## src/rtl/cascade_pkg.sv

```systemverilog
// Shared definitions for the cascade multiplier datapath: serializer FSM
// states and the default frame geometry.
package cascade_pkg;

  // Serializer FSM states
  typedef enum logic [1:0] {
    IDLE = 2'd0,
    DATA = 2'd1,
    PAR  = 2'd2
  } state_t;

  // Default frame geometry: one bit per compressor column, even parity on
  localparam int unsigned WIDTH  = 52;
  localparam int unsigned PARITY = 1;

endpackage

```

## src/rtl/result_serializer_if.sv

```systemverilog
// Load and serial channels of the result serializer.
//   load_valid/load_ready/din      : parallel word handshake (upstream -> serializer)
//   ser_out/ser_valid/ser_last     : serial bit stream (serializer -> downstream)
//   ser_ready                      : downstream accepts the current bit
//   busy                           : a frame is in progress
// The slave modport is the serializer's view; master is the driver's view.
interface result_serializer_if #(
  parameter int unsigned WIDTH = cascade_pkg::WIDTH
);

  logic             load_valid;
  logic             load_ready;
  logic [WIDTH-1:0] din;
  logic             ser_out;
  logic             ser_valid;
  logic             ser_last;
  logic             ser_ready;
  logic             busy;

  modport slave (
    input  load_valid,
    input  din,
    input  ser_ready,
    output load_ready,
    output ser_out,
    output ser_valid,
    output ser_last,
    output busy
  );

  modport master (
    output load_valid,
    output din,
    output ser_ready,
    input  load_ready,
    input  ser_out,
    input  ser_valid,
    input  ser_last,
    input  busy
  );

endinterface

```

## src/rtl/result_serializer.sv

```systemverilog
// Parallel-to-serial unloader for the compressor column outputs.
// Captures a WIDTH-bit word and streams it LSB-first on a single-bit
// valid/ready channel, optionally followed by an even-parity bit.
// Ports:
//   clk   : clock, rising edge
//   rst_n : asynchronous active-low reset
//   bus   : result_serializer_if.slave (load handshake, serial stream, busy)
// All outputs are registered.
module result_serializer #(
  parameter int unsigned WIDTH  = cascade_pkg::WIDTH,
  parameter int unsigned PARITY = cascade_pkg::PARITY
) (
  input  logic           clk,
  input  logic           rst_n,
  result_serializer_if.slave bus
);

  import cascade_pkg::*;

  localparam int unsigned   CW       = (WIDTH > 1) ? $clog2(WIDTH) : 1;
  localparam logic [CW-1:0] LAST_IDX = CW'(WIDTH - 1);
  localparam logic [CW-1:0] PEN_IDX  = CW'(WIDTH - 2);
  localparam bit            HAS_PAR  = (PARITY != 0);

  state_t           state;
  logic [WIDTH-1:0] shreg;
  logic [CW-1:0]    cnt;
  logic             par;

  logic load_ready_q;
  logic ser_out_q;
  logic ser_valid_q;
  logic ser_last_q;
  logic busy_q;

  logic bit_taken;

  // Current serial bit consumed by downstream this cycle
  assign bit_taken = ser_valid_q & bus.ser_ready;

  assign bus.load_ready = load_ready_q;
  assign bus.ser_out    = ser_out_q;
  assign bus.ser_valid  = ser_valid_q;
  assign bus.ser_last   = ser_last_q;
  assign bus.busy       = busy_q;

  // FSM, shift/count datapath and registered outputs.
  // ser_out is loaded with the bit that will sit in shreg[0] after the
  // same edge, so ser_out always mirrors shreg[0] while in DATA.
  always_ff @(posedge clk or negedge rst_n) begin
    if (!rst_n) begin
      state        <= IDLE;
      shreg        <= '0;
      cnt          <= '0;
      par          <= 1'b0;
      load_ready_q <= 1'b0;
      ser_out_q    <= 1'b0;
      ser_valid_q  <= 1'b0;
      ser_last_q   <= 1'b0;
      busy_q       <= 1'b0;
    end else begin
      case (state)
        IDLE: begin
          load_ready_q <= 1'b1;
          if (bus.load_valid && load_ready_q) begin
            shreg        <= bus.din;
            cnt          <= '0;
            par          <= ^bus.din;
            state        <= DATA;
            load_ready_q <= 1'b0;
            ser_valid_q  <= 1'b1;
            ser_out_q    <= bus.din[0];
            ser_last_q   <= 1'b0;
            busy_q       <= 1'b1;
          end
        end

        DATA: begin
          if (bit_taken) begin
            shreg <= shreg >> 1;
            if (cnt == LAST_IDX) begin
              if (HAS_PAR) begin
                state      <= PAR;
                ser_out_q  <= par;
                ser_last_q <= 1'b1;
              end else begin
                state        <= IDLE;
                ser_valid_q  <= 1'b0;
                ser_out_q    <= 1'b0;
                ser_last_q   <= 1'b0;
                busy_q       <= 1'b0;
                load_ready_q <= 1'b1;
              end
            end else begin
              cnt        <= cnt + 1'b1;
              ser_out_q  <= shreg[1];
              // Without parity the final data bit carries ser_last
              ser_last_q <= !HAS_PAR && (cnt == PEN_IDX);
            end
          end
        end

        PAR: begin
          if (bit_taken) begin
            state        <= IDLE;
            ser_valid_q  <= 1'b0;
            ser_out_q    <= 1'b0;
            ser_last_q   <= 1'b0;
            busy_q       <= 1'b0;
            load_ready_q <= 1'b1;
          end
        end

        default: begin
          state <= IDLE;
        end
      endcase
    end
  end

endmodule

```

## src/flat_wrapper.sv

```systemverilog
// flat-port wrapper written by rule: the top's interface ports become plain ports
module result_serializer_flat import cascade_pkg::*;
#(
  parameter int unsigned WIDTH  = cascade_pkg::WIDTH,
  parameter int unsigned PARITY = cascade_pkg::PARITY
)
  (clk, rst_n, bus_load_valid, bus_din, bus_ser_ready, bus_load_ready, bus_ser_out, bus_ser_valid, bus_ser_last, bus_busy);
  result_serializer_if #(.WIDTH(WIDTH)) bus_i ();
  input  logic clk;
  input  logic rst_n;
  input wire logic [$bits(bus_i.load_valid)-1:0] bus_load_valid;
  input wire logic [$bits(bus_i.din)-1:0] bus_din;
  input wire logic [$bits(bus_i.ser_ready)-1:0] bus_ser_ready;
  output wire logic [$bits(bus_i.load_ready)-1:0] bus_load_ready;
  output wire logic [$bits(bus_i.ser_out)-1:0] bus_ser_out;
  output wire logic [$bits(bus_i.ser_valid)-1:0] bus_ser_valid;
  output wire logic [$bits(bus_i.ser_last)-1:0] bus_ser_last;
  output wire logic [$bits(bus_i.busy)-1:0] bus_busy;
  assign bus_i.load_valid = bus_load_valid;
  assign bus_i.din = bus_din;
  assign bus_i.ser_ready = bus_ser_ready;
  assign bus_load_ready = bus_i.load_ready;
  assign bus_ser_out = bus_i.ser_out;
  assign bus_ser_valid = bus_i.ser_valid;
  assign bus_ser_last = bus_i.ser_last;
  assign bus_busy = bus_i.busy;
  result_serializer #(.WIDTH(WIDTH), .PARITY(PARITY)) u_core (.clk(clk), .rst_n(rst_n), .bus(bus_i));
endmodule
```

## config.mk

```make
export PLATFORM = sky130hd
export DESIGN_NAME = result_serializer_flat
export DESIGN_NICKNAME = d
export VERILOG_FILES = /design/src/rtl/cascade_pkg.sv /design/src/rtl/result_serializer_if.sv /design/src/rtl/result_serializer.sv /design/src/flat_wrapper.sv
export SDC_FILE = /design/constraint.sdc
export NUM_CORES = 1
export LEC_CHECK = 0
export CORE_ASPECT_RATIO = 1.75
export CORE_UTILIZATION = 46
export DETAILED_ROUTE_END_ITERATION = 8
export GPL_TIMING_DRIVEN = 0
export PLACE_DENSITY_LB_ADDON = 0.12
export SYNTH_ARGS = -nofsm -noshare
export SYNTH_HDL_FRONTEND = slang
export SYNTH_SLANG_ARGS = --single-unit
```

## constraint.sdc

```tcl
create_clock -name clk -period 3.45 [get_ports clk]
set_input_delay 0.5175 -clock clk [delete_from_list [all_inputs] [get_ports clk]]
set_output_delay 0.5175 -clock clk [all_outputs]
set_load 0.05 [all_outputs]
```

# ---- Word-level counts from Yosys, hierarchy flattened
# Index checks and enable logic that the tools add are counted.
dict set report op_classes {
  addsub 1
  eq_ne 8
  n_mux 26
  bitwise_logic 1
  n_reduce_logical 13
}
# operator n
set ops {}
lappend ops {{2-to-1 mux 52 bit} 2}
lappend ops {{one-hot mux 52 bit (2 select lines)} 1}
lappend ops {{XOR reduction 52 bit} 1}
lappend ops {{2-to-1 mux 6 bit} 3}
lappend ops {{one-hot mux 6 bit (2 select lines)} 1}
lappend ops {{AND reduction 4 bit} 3}
lappend ops {{2-to-1 mux 1 bit} 10}
lappend ops {{2-to-1 mux 2 bit} 4}
lappend ops {{inequality test 2 x 1 -> 1 bit (second input constant)} 4}
lappend ops {{adder 6 x 1 -> 6 bit (second input constant)} 1}
lappend ops {{== test 6 bit (second input constant)} 1}
lappend ops {{one-hot mux 1 bit (3 select lines)} 2}
lappend ops {{one-hot mux 2 bit (3 select lines)} 1}
lappend ops {{AND reduction 3 bit} 2}
lappend ops {{one-hot mux 1 bit (2 select lines)} 2}
lappend ops {{AND reduction 2 bit} 2}
lappend ops {{nonzero test 2 bit} 2}
lappend ops {{nonzero test 3 bit} 1}
lappend ops {{== test 2 x 1 -> 1 bit (second input constant)} 1}
lappend ops {{== test 2 bit (second input constant)} 1}
lappend ops {{logical NOT 2 bit} 1}
lappend ops {{inequality test 2 bit (second input constant)} 1}
lappend ops {{AND 1 bit} 1}
lappend ops {{logical AND 1 bit} 1}
dict set report totals {
  ff_bits 65
  in_bits 56
  output_inout_bits 5
  elab_cells 57
}

# ---- Logic depth before layout (Yosys ltp)
# Gate-level depths: netlist of the first run.
dict set report logic_depth {
  ltp_word 4
  depth_mapped 9
  depth_no_buf 7
}

# ---- Least setup slack after synthesis of the first run
# No wires, ideal clock.
dict set report synth_path {
  kind {register -> register}
  start {reg u_core.load_ready_q (netlist: u_core.bus.load_ready)}
  end {reg u_core.shreg[43]}
  setup_time_ps 133
  t_arrival_ps 1841
  path_slack_ps 1475
  stages_incl_launch_ff 8
  n_path_buf 2
  period_less_slack_ps 1975
  cell_sequence {dfrtp_1 -> nand2_1 -> a22o_1 -> or2_1 -> clkbuf_1 -> clkbuf_1 -> nand2_1 -> o21ai_0}
}
dict set report synth_between {
  elab_chain_len 3
}
# item line
set synth_rtl {}
lappend synth_rtl {{from (decl)} result_serializer.sv:30} ;# logic load_ready_q;
lappend synth_rtl {{from (signal assigned)} result_serializer.sv:56} ;# load_ready_q <= 1'b0;
lappend synth_rtl {{from (signal assigned)} result_serializer.sv:64} ;# load_ready_q <= 1'b1;
lappend synth_rtl {{from (signal assigned)} result_serializer.sv:70} ;# load_ready_q <= 1'b0;
lappend synth_rtl {{logical AND 1 bit} result_serializer.sv:65} ;# if (bus.load_valid && load_ready_q) begin
lappend synth_rtl {{inequality test 2 x 1 -> 1 bit (no source line)} n/a}
lappend synth_rtl {{AND reduction 3 bit (no source line)} n/a}
lappend synth_rtl {{to (signal assigned)} result_serializer.sv:66} ;# shreg <= bus.din;
lappend synth_rtl {{to (signal assigned)} result_serializer.sv:80} ;# shreg <= shreg >> 1;
lappend synth_rtl {{to (decl)} result_serializer.sv:26} ;# logic [WIDTH-1:0] shreg;
# No other way between the ends.
# A chain may end at the register's enable or synchronous reset.

# ---- Worst setup path after layout of the first run
dict set report layout_path {
  start {reg u_core.state[1]}
  end {reg u_core.shreg[50]}
}
dict set report layout_between {
  elab_chain_len 3
  word_cells_on_any_way 7
  cone_classes {3 x eq/ne; 1 x mux; 3 x reduce/logical}
}
# item line
set layout_rtl {}
lappend layout_rtl {{from (decl)} result_serializer.sv:25} ;# state_t state;
lappend layout_rtl {{from (signal assigned)} result_serializer.sv:52} ;# state <= IDLE;
lappend layout_rtl {{from (signal assigned)} result_serializer.sv:69} ;# state <= DATA;
lappend layout_rtl {{from (signal assigned)} result_serializer.sv:83} ;# state <= PAR;
lappend layout_rtl {{== test 2 x 1 -> 1 bit / logical NOT 2 bit (equally long branches)} result_serializer.sv:62} ;# case (state)
lappend layout_rtl {{inequality test 2 x 1 -> 1 bit (no source line) / nonzero test 2 bit (equally long branches)} n/a}
lappend layout_rtl {{AND reduction 3 bit (no source line)} n/a}
# Parallel ways exist; a longest one is shown, timed or not.

==> results by stage, run 1 <==
Status:
- The flow ran to the end, and the final reports show no timing, DRC or antenna violations.

GRT:
- The via count of the first global-routing pass is 2710.
- For this run, the total global-route usage over all layers was measured as 21.3%.
- The wire length of the first global-routing pass is 12.3 mm.
- The maximum number of pins on one net before global-route repair is 65.
- The number of antenna violations at the first check in global routing came to 0.
- The residual overflow from global routing is 0.

Timing:
- Based on the critical path, the design can be clocked at up to 427 MHz.
- At the pin with the least slew margin, the transition time is 0.818 ns.
- Setup violations remaining at the end of the flow were counted as 0.
- The total count of max-transition violations in the final report came to 0.
- The final hold slack is 0.274 ns.
- The hold violation count in the final report is 0.
- The relative max-transition margin is 45.5%.
- Setup repair after global routing left no endpoint under its margin.
- The worst setup margin is 1.11 ns.
- The minimum clock period is 2.34 ns.
- Across the routed clock network, the largest skew measured is 0.00675 ns.
- Of the available clock period, the critical path in the final layout requires 67.8%.

Clock network:
- TritonCTS built the clock tree.
- Counting along the longest clock path gives a buffer depth of 2.
- The clock transition time at the flip-flop clock pins of the worst setup and hold paths is 0.06 ns.
- The source-to-sink clock delay at the later pin of the worst-skew pair is 0.33 ns.
- The total number of clock tree sinks is 64.
- In this run, post-CTS hold repair placed 0 buffers.
- The clock tree synthesis step divided the H-tree into 3 levels.
- The cell chosen for the clock root is sky130_fd_sc_hd__clkbuf_16.
- The number of setup buffers added after CTS is 0.
- The number of buffers created by CTS is 9.
- The post-cts sizing count is 0.

Cells and area:
- Compared with the post-synthesis result, the final layout area differs by 30.3%.
- The share of layout cells above drive strength 1 is 4.78%.
- The final core utilization is 62.1%.
- The number of nets in the final layout is 474.
- The repair_antennas step left the layout with diodes totalling 0.

Critical path:
- Along the worst path, the maximum fanout reaches 10.
- The critical path goes through inv_1 -> ha_1 -> clkbuf_1 -> nor2_1 -> or2_1 -> clkbuf_1 -> clkbuf_1 -> nand2_1 -> o21ai_0.
- The worst endpoint required time is 3.64 ns.
- Data arrives at the worst endpoint at 2.53 ns.
- The most repeated library cell on the critical path is sky130_fd_sc_hd__clkbuf_1.
- The element type at the critical path start is a register.
- The worst setup path is captured at a register.
- The worst setup path is of the register to register kind.
- Counting cells, the worst reg-to-reg path comes to 9.
- The worst-path cell with the longest stage delay is sky130_fd_sc_hd__dfrtp_1.
- The worst stage delay on the critical path is 0.42 ns.

Route:
- Summed over all layers, the routed wires come to 7.31 mm.
- Detailed routing inserted a total of 2649 vias.
- The routed wire length per instance is 14.5 µm.
- After detailed routing, the number of remaining DRC violations is 0.
- After detailed routing, the number of vias per cell comes to 5.26.
- In this run, the number of DRC markers left after iteration 0 of detailed routing was 125.
- The count of antenna-violating nets left after detailed routing is 0.
- The first TritonRoute pass finished after 4 iterations.

Floorplan:
- The core region is 7230 µm².
- The vertical die dimension is 117 µm.
- The total I/O pin count is 61.
- The die outline area is 7860 µm².
- The die outline width is 67.5 µm.
- The effective utilization at floorplan is 47.7%.
- The initialized floorplan defines 41 standard-cell rows.

Run:
- The max-capacitance violation count is 0.

Synthesis:
- The number of register bits inferred by synthesis is 64.
- The gate count after technology mapping is 342.
- The number of nets in the synthesized netlist is 403.
- The sequential area share after synthesis is 46.4%.
- The synthesis warning total is 0.
- The average instance in the mapped netlist occupies 10.1 µm².
- After synthesis the cells add up to 3450 µm².
- Counting distinct cell types in the post-synthesis netlist gives 29.
- By area the synthesized netlist is led by sky130_fd_sc_hd__dfrtp_1, sky130_fd_sc_hd__mux2i_1, sky130_fd_sc_hd__xnor2_1, sky130_fd_sc_hd__o21ai_0, sky130_fd_sc_hd__nand2_1.
- The area share of the leading cell type in the synthesized netlist is 46.4%.
- The cell taking the most area after synthesis is sky130_fd_sc_hd__dfrtp_1.

Min path:
- The worst min-delay path category is input pin to async pin.

Placement:
- The count of input and output buffers is 60.
- OpenSTA, run right after detailed placement, puts the worst setup slack at 0.831 ns.
- Detailed placement ended at an HPWL of 5.42 mm.
- The placer's final routability congestion estimate is 0.771.

Power and ir drop:
- Power comes to 3.89 mW.
- Dividing total power by cell area gives a power density of 867 nW/µm².
- VDD sags by at most 0.000408 V.
- The analysis attributes to cell leakage a power of 1.99 nW.
-- through the flow --
stage / setup TNS (ns) / instances / cell area [µm²]
final: 0 / 504 / 4490
after global routing: 0 / 504 / 4490
after CTS: 0 / 504 / 4490
after detailed placement: 0 / 488 / 4160
after global placement: -18.49 / 488 / 4160
after floorplan: 0 / 342 / 3450
-- Yosys cell counts (all sizes together) --
cell     number
clkbuf       15
a311oi        1
mux2i        51
mux2          2
o21ai        55
and3          1
xnor2        41
buf           3
xnor3         2
a22oi         1
o2bb2ai       2
dfrtp        64
or2           1
nor2b         1
nor2          9
a31oi         3
nand4b        1
nand2b        1
nand3         1
ha            5
inv           3
nand2        59
a22o          2
nor3          1
xor2          9
nand4         2
a21oi         6
-- critical path: cells and delay by family (launching register included) --
kind	cells	cell delay, ns
flip-flops	1	0.42
adder cells (fa/ha/maj)	1	0.16
AO/OA/AOI/OAI	1	0.09
AND/OR/NAND/NOR	3	0.49
buffers and inverters	4	1.04
-- layout make-up --
type	count	area, µm²
inverters	3	11.3
well taps	86	108
multi-input cells	257	1770
clock buffers	15	308
repair buffers	60	598
fillers	637	2740
clock inverters	1	30.0
plain buffers	18	71.3
flip-flops and latches	64	1600
-- cell usage in the layout (no fill, tap or decap), drive strengths merged, types with 3 or more instances in the layout --
cell type      netlist  routed
o21ai               55      55
ha                   5       5
a21oi                6       6
dfrtp               64      64
nor2                 9       9
clkdlybuf4s50        0      59
xor2                 9       9
inv                  3       3
nand2               59      59
buf                  3       4
clkbuf              15      30
a31oi                3       3
xnor2               41      41
mux2i               51      51
-- path summary, 6_finish.rpt --
kind	startpoint	to	slack (ns)
max	u_core.state[1]$_DFFE_PN0P_	u_core.shreg[50]$_DFFE_PN0P_	1.11
min	rst_n	u_core.bus.ser_last$_DFFE_PN0P_	0.27
max reg2reg	u_core.state[1]$_DFFE_PN0P_	u_core.shreg[50]$_DFFE_PN0P_	1.11
min reg2reg	u_core.bus.ser_out$_DFFE_PN0P_	u_core.bus.ser_out$_DFFE_PN0P_	0.47
max in group asynchronous	rst_n	u_core.shreg[50]$_DFFE_PN0P_	2.63
min in group clk	u_core.bus.ser_out$_DFFE_PN0P_	u_core.bus.ser_out$_DFFE_PN0P_	0.47
-- state kept, by name, indices dropped and copies added, names as in the netlist --
name	cells
u_core.bus.ser_last	1
u_core.bus.load_ready	1
u_core.state	2
u_core.bus.ser_valid	1
u_core.bus.ser_out	1
u_core.par	1
u_core.cnt	6
u_core.shreg	51
-- kinds of logic (layout without fill, tap and decap cells) --
group / count (synthesis) / count (layout) / share of synthesized area (%)
AOI/OAI and AO/OA: 70 / 70 / 10.9
DFF: 64 / 64 / 46.4
adders and majority gates: 5 / 5 / 1.81
xor gates and xnor gates: 52 / 52 / 14.0
and+or+nand+nor: 77 / 77 / 9.03
muxes: 53 / 53 / 15.5
buffers and inverters: 21 / 97 / 2.39
-- routing by layer --
metal / wire (µm) / global-route usage (%)
met5: 0 / 0
met4: 193 / 11.2
met3: 214 / 4.10
met2: 3980 / 37.8
met1: 2920 / 23.2
-- power by group --
part	switching, mW	internal [mW]	total (mW)
combinational	0.898	0.719	1.62
sequential	0.191	1.10	1.29
clock	0.314	0.677	0.992
total	1.40	2.49	3.89
(Power assumes the default switching activity.)
==> run 2: changes to the inputs <==
clock period = 2.3 ns   (was 3.45 ns; I/O delays follow)
==> results by stage, run 2 (synthesized netlist as in run 1, its figures left out) <==
Cells and area:
- The number of flip-flops under the largest register name came to 51 (unchanged).
- The area growth from synthesis to layout is 30.5%.
- The share of layout cells above drive strength 1 is 6.22% (+1.4 points).
- The number of nets in the final layout came to 474 (unchanged).
- The largest registers in the layout are u_core.shreg: 51 flops, u_core.cnt: 6 flops, u_core.state: 2 flops.
- In the layout the commonest cells are sky130_fd_sc_hd__dfrtp_1, sky130_fd_sc_hd__nand2_1, sky130_fd_sc_hd__clkdlybuf4s50_1.
- The register with the most flip-flops in the final layout is u_core.shreg.
- The commonest non-fill, non-tap cell in the layout is sky130_fd_sc_hd__dfrtp_1.
- The antenna diode count is 0 (unchanged).
- The final core utilization is 62.2% (+0.10 points).
- The cell area after layout is 4500 µm² (+0.17%).

Timing:
- The setup skew after layout was 0.00672 ns (-0.0000305 ns).
- Setup repair after global routing left no endpoint under its margin.
- The final worst-path cycle share is 91.9%.
- The total count of max-transition violations in the final report is 0 (unchanged).
- The transition time of the tightest slew-check pin came to 0.818 ns (+0.000875 ns).
- The worst setup margin was 0.186 ns (-0.924 ns).
- The hold violation count in the final report is 0 (unchanged).
- The count of final setup violators is 0 (unchanged).
- The relative max-transition margin is 45.4% (-0.058 points).
- The minimum clock period is 2.11 ns.
- The achievable frequency is 473 MHz.

Power and ir drop:
- The power density over the cells is 1300 nW/µm² (+50%).
- The maximum vdd drop is 0.000613 V (+50%).
- The static leakage power came to 2.01 nW (+0.86%).

Floorplan:
- The die outline area is 7860 µm² (unchanged).
- The core footprint is 7230 µm² (unchanged).
- The die outline width is 67.5 µm (unchanged).
- The effective utilization at floorplan is 47.7% (unchanged).
- The vertical die dimension is 117 µm (unchanged).
- The total I/O pin count came to 61 (unchanged).
- The number of core rows was 41 (unchanged).

Clock network:
- The number of buffers inserted for hold repair after clock tree synthesis is 0 (unchanged).
- The H-tree depth is 3 (unchanged).
- The cell chosen for the clock root is sky130_fd_sc_hd__clkbuf_16.
- The TritonCTS clock tree is done.
- The maximum buffer depth of the clock tree came to 2 (unchanged).
- The source-to-sink clock delay at the later pin of the worst-skew pair came to 0.33 ns (about the same).
- The number of buffers created by CTS is 9 (unchanged).
- The total number of clock tree sinks is 64 (unchanged).
- The clock transition time at the flip-flop clock pins of the worst setup and hold paths is 0.06 ns (about the same).

Critical path:
- The worst path buffer plus inverter count is 1 (-3).
- The count of cells along the worst register-to-register path is 8 (-1).
- The worst stage delay on the critical path is 0.50 ns (+0.08 ns).
- The critical path in this run is classified as input pin to register.
- The cell family contributing the most delay on the critical path is XOR/XNOR gates.
- The signal arrival time at the worst endpoint came to 2.37 ns (-0.16 ns).
- The critical path goes through clkdlybuf4s50_1 -> xor2_1 -> xnor2_1 -> xnor2_1 -> xnor3_1 -> xnor3_1 -> o21ai_1.
- The worst setup path is captured at a register.
- The worst endpoint required time came to 2.55 ns (-1.09 ns).
- The startpoint of the worst register-to-register path is u_core.state[0]$_DFFE_PN0P_.
- The internal reg-to-reg setup slack is 0.19 ns (-0.92 ns).
- The worst-path cell with the longest stage delay is sky130_fd_sc_hd__clkdlybuf4s50_1.
- The peak fanout along the critical path is 2 (-8).
- The critical register-to-register path endpoint is u_core.shreg[5]$_DFFE_PN0P_.
- The element type at the critical path start is an input pin.

Route:
- The via count is 2646 (-0.11%).
- The remaining design rule violation count is 0 (unchanged).
- The number of DRC violations after detailed-routing iteration 0 came to 120 (-4.0%).
- The detail-routed via count per cell is 5.25 (-0.11%).
- The routed wire length per instance was 14.5 µm (about the same).
- The total wire length after detailed routing was 7.31 mm (about the same).
- The count of antenna-violating nets left after detailed routing was 0 (unchanged).
- The first-pass detailed-route iteration total is 4 (unchanged).

GRT:
- The wire length of the first global-routing pass is 12.3 mm (unchanged).
- The via count of the first global-routing pass was 2710 (unchanged).
- The maximum number of pins on one net before global-route repair was 65 (unchanged).
- The number of antenna violations at the first check in global routing was 0 (unchanged).
- The residual overflow from global routing is 0 (unchanged).
- The global-route total usage across every layer is 21.3% (unchanged).

Placement:
- The setup slack after placement was -0.146 ns (-0.978 ns).
- The HPWL after detailed placement came to 5.42 mm (unchanged).
- The total placed instance area came to 4160 µm² (unchanged).
- The count of input and output buffers is 60 (unchanged).
- The placer's final routability congestion estimate is 0.771 (unchanged).

Min path:
- In this run the worst hold path is classified as input pin to async pin.

Run:
- The max-capacitance violation count is 0 (unchanged).

Status:
- The flow ran to the end, and the final reports show no timing, DRC or antenna violations.
==> run 2: final cells by class <==
cell class,count,area [µm²]
fillers,636,2730
repair buffers,60,598
flip-flops and latches,64,1600
plain buffers,18,78.8
well taps,86,108
clock buffers,15,308
multi-input cells,257,1770
clock inverters,1,30.0
inverters,3,11.3
==> run 2: how the worst max path moves through the flow <==
stage,startpoint,to,depth (start not counted)
finish,bus_din[44],u_core.par$_DFFE_PN0P_,7
global route,u_core.state[0]$_DFFE_PN0P_,u_core.shreg[4]$_DFFE_PN0P_,8
CTS,u_core.state[0]$_DFFE_PN0P_,u_core.shreg[27]$_DFFE_PN0P_,8
detailed placement,bus_din[43],u_core.par$_DFFE_PN0P_,7
global placement,rst_n,u_core.shreg[29]$_DFFE_PN0P_,1
floorplan,u_core.bus.load_ready$_DFFE_PN0P_,u_core.shreg[43]$_DFFE_PN0P_,7
==> run 2: metal layers <==
metal / part of all wire, % / GRT usage (%)
met4: 2.6 / 11.2
met3: 2.9 / 4.10
met2: 55 / 37.8
met5: 0 / 0
met1: 40 / 23.2
==> run 2: metrics by stage <==
stage | setup TNS (ns) | hold slack, ns | cells | power [mW]
6_report | 0 | 0.102 | 504 | 5.86
5_1_grt | 0 | 0.194 | 504 | 6.32
4_1_cts | 0 | 0.145 | 504 | 5.91
3_5_place_dp | -2.09 | 0.469 | 488 | 4.40
3_3_place_gp | -83.31 | 0.461 | 488 | 4.33
2_1_floorplan | 0 | 0.0494 | 342 | 3.72
==> run 2: report_power, final <==
group          internal (mW)  switching [mW]
clock                   1.02           0.470
combinational           1.09            1.35
sequential              1.64           0.286
total                   3.75            2.11
==> run 2: timing repair <==
action / CTS / global route
gates resized for setup: 2 / 8
setup buffers: 0 / 0
endpoints found under the setup margin: 44 / 49
hold endpoints to repair: 0 / 0
==> run 3: changes to the inputs <==
CTS_BUF_LIST = sky130_fd_sc_hd__clkbuf_8   (was not set)
==> results by stage, run 3 (synthesized netlist as in run 1, its figures left out) <==
Status:
- The flow ran to the end, and the final reports show no timing, DRC or antenna violations.

Cells and area:
- The number of nets in the final layout came to 474 (unchanged).
- The commonest non-fill, non-tap cell in the layout is sky130_fd_sc_hd__dfrtp_1.
- The number of inserted filler cells in the final layout is 657 (+3.3%).
- The cell area after layout is 4400 µm² (-2.2%).
- The top cell types in the final layout, fill and taps aside, are sky130_fd_sc_hd__dfrtp_1, sky130_fd_sc_hd__nand2_1, sky130_fd_sc_hd__clkdlybuf4s50_1.
- The share of layout cells above drive strength 1 is 6.94% (+0.72 points).
- The antenna diode count is 0 (unchanged).
- The largest register by flop count is u_core.shreg.
- The synthesis-to-finish area growth is 27.6%.
- The largest registers in the layout are u_core.shreg: 51 flops, u_core.cnt: 6 flops, u_core.state: 2 flops.
- The number of flip-flops under the largest register name is 51 (unchanged).

Timing:
- The total count of max-transition violations in the final report is 0 (unchanged).
- The achievable frequency is 475 MHz (+0.35%).
- The setup skew after layout was 0.00958 ns (+0.00286 ns).
- The relative max-transition margin came to 45.3% (-0.091 points).
- The final worst-path cycle share was 91.6% (-0.32 points).
- The minimum clock period came to 2.11 ns (-0.00731 ns).
- The hold violation count in the final report came to 0 (unchanged).
- Setup repair after global routing left no endpoint under its margin.
- The worst setup margin came to 0.193 ns (+0.00731 ns).
- The count of final setup violators is 0 (unchanged).
- The transition time of the tightest slew-check pin came to 0.820 ns (+0.00136 ns).
- The setup TNS was 0 ns (unchanged).

Critical path:
- The worst stage delay on the critical path is 0.49 ns (about the same).
- The internal reg-to-reg setup slack came to 0.22 ns (+0.03 ns).
- The endpoint of the most critical setup path is u_core.par$_DFFE_PN0P_.
- The origin of the worst setup path is bus_din[43].
- The critical register-to-register path endpoint is u_core.shreg[44]$_DFFE_PN0P_.
- The category of the worst setup path capture point is a register.
- The signal arrival time at the worst endpoint was 2.38 ns (about the same).
- The critical path goes through clkdlybuf4s50_1 -> xor2_1 -> xnor2_1 -> xnor2_1 -> xnor3_1 -> xnor3_1 -> o21ai_1.
- STA classifies the critical path startpoint as an input pin.
- The cell family contributing the most delay on the critical path is XOR/XNOR gates.
- The type of the worst setup path is input pin to register.
- The slowest stage of the critical path belongs to the cell sky130_fd_sc_hd__clkdlybuf4s50_1.
- The peak fanout along the critical path is 2 (unchanged).
- The count of cells along the worst register-to-register path is 7 (-1).
- The worst endpoint required time came to 2.57 ns (+0.02 ns).
- The worst path buffer plus inverter count is 1 (unchanged).
- The number of stages on the worst setup path is 7 (unchanged).
- In this run the critical register-to-register path is launched from u_core.state[0]$_DFFE_PN0P_.

Floorplan:
- The core footprint is 7230 µm² (unchanged).
- The number of core rows came to 41 (unchanged).
- The vertical die dimension was 117 µm (unchanged).
- The die outline area was 7860 µm² (unchanged).
- The total I/O pin count is 61 (unchanged).
- The die outline width is 67.5 µm (unchanged).
- The effective utilization at floorplan is 47.7% (unchanged).

Placement:
- The HPWL after detailed placement was 5.42 mm (unchanged).
- The total placed instance area is 4160 µm² (unchanged).
- The count of input and output buffers came to 60 (unchanged).
- The setup slack after placement is -0.146 ns (unchanged).
- The placer's final routability congestion estimate is 0.771 (unchanged).

Clock network:
- The H-tree depth is 3 (unchanged).
- The number of buffers inserted for hold repair after clock tree synthesis was 0 (unchanged).
- The TritonCTS clock tree is done.
- The total number of clock tree sinks is 64 (unchanged).
- The source-to-sink clock delay at the later pin of the worst-skew pair is 0.35 ns (+0.02 ns).
- The maximum buffer depth of the clock tree is 2 (unchanged).
- The number of buffers created by CTS is 9 (unchanged).
- CTS placed an instance of sky130_fd_sc_hd__clkbuf_8 at the clock tree root.
- The post-CTS setup-driven buffer insertion count came to 0 (unchanged).
- The clock transition time at the flip-flop clock pins of the worst setup and hold paths is 0.06 ns (about the same).
- The post-cts sizing count came to 1 (-1).

Route:
- The routed wire length per instance came to 14.4 µm (-0.33%).
- The total wire length after detailed routing was 7.28 mm (-0.33%).
- The count of antenna-violating nets left after detailed routing is 0 (unchanged).
- The detail-routed via count per cell came to 5.28 (+0.53%).
- The remaining design rule violation count was 0 (unchanged).
- The via count is 2660 (+0.53%).
- The first-pass detailed-route iteration total is 6 (+2).
- The number of DRC violations after detailed-routing iteration 0 was 122 (+1.7%).

Power and ir drop:
- The maximum vdd drop is 0.000594 V (-3.1%).
- The static leakage power is 1.97 nW (-1.9%).
- The power density over the cells is 1250 nW/µm² (-4.3%).

GRT:
- The met2 track utilization from global routing is 37.2% (-0.66 points).
- The via count of the first global-routing pass is 2652 (-2.1%).
- The global-route met1 utilization came to 23.5% (+0.35 points).
- The residual overflow from global routing is 0 (unchanged).
- The peak-usage layer in the global routing report is met2.
- The maximum number of pins on one net before global-route repair is 65 (unchanged).
- The number of antenna violations at the first check in global routing was 0 (unchanged).
- The global-route total usage across every layer is 21.4% (+0.029 points).
- The wire length of the first global-routing pass is 12.2 mm (-0.23%).
- The global routing usage on met3 is 4.69% (+0.59 points).

Min path:
- The worst min-delay path category is input pin to async pin.

Run:
- The max-capacitance violation count is 0 (unchanged).
==> run 3: how the worst min path moves through the flow <==
| stage | startpoint | endpoint | slack, ns |
|---|---|---|---|
| after floorplan | rst_n | u_core.bus.load_ready$_DFFE_PN0P_ | 0.05 |
| after global placement | u_core.bus.ser_out$_DFFE_PN0P_ | u_core.bus.ser_out$_DFFE_PN0P_ | 0.46 |
| after detailed placement | u_core.bus.ser_out$_DFFE_PN0P_ | u_core.bus.ser_out$_DFFE_PN0P_ | 0.47 |
| after CTS | rst_n | u_core.bus.ser_last$_DFFE_PN0P_ | 0.11 |
| after global routing | rst_n | u_core.cnt[2]$_DFFE_PN0P_ | 0.15 |
| final | rst_n | u_core.cnt[3]$_DFFE_PN0P_ | 0.08 |
==> run 3: layout make-up <==
class | instances | area [µm²] | area share (%)
flip-flops and latches | 64 | 1600 | 36.4
repair buffers | 60 | 598 | 13.6
multi-input cells | 257 | 1770 | 40.1
well taps | 86 | 108 | 2.44
clock inverters | 1 | 30.0 | 0.682
plain buffers | 18 | 82.6 | 1.88
inverters | 3 | 11.3 | 0.256
clock buffers | 15 | 206 | 4.69
==> run 3: worst reg2reg max path, cell delays in order (launching register included) <==
cell                       delay [ns]
sky130_fd_sc_hd__dfrtp_1         0.42
sky130_fd_sc_hd__inv_1           0.10
sky130_fd_sc_hd__ha_1            0.28
sky130_fd_sc_hd__a22o_1          0.28
sky130_fd_sc_hd__or2_1           0.15
sky130_fd_sc_hd__clkbuf_2        0.23
sky130_fd_sc_hd__buf_1           0.34
sky130_fd_sc_hd__o21ai_0         0.16
==> run 3: power breakdown <==
| part | total, mW | switching (mW) | internal (mW) | leakage [nW] |
|---|---|---|---|---|
| clock network | 1.10 | 0.424 | 0.679 | 0.122 |
| logic | 2.45 | 1.35 | 1.10 | 1.05 |
| registers | 1.93 | 0.287 | 1.64 | 0.801 |
==> run 3: through the flow <==
step                      hold WS, ns  std cells  power (mW)  util [%]
after global routing            0.150        504        5.95      60.9
after detailed placement        0.469        488        4.40      57.4
after CTS                       0.113        504        5.52      60.7
after global placement          0.461        488        4.33      57.5
after floorplan                0.0494        342        3.72         -
final                          0.0753        504        5.48      60.9
==> run 3: layer usage <==
metal,wire [µm],vias up
li1,-,1306
met1,2870,1279
met2,3940,61
met3,270,14
met4,196,0
met5,0,-
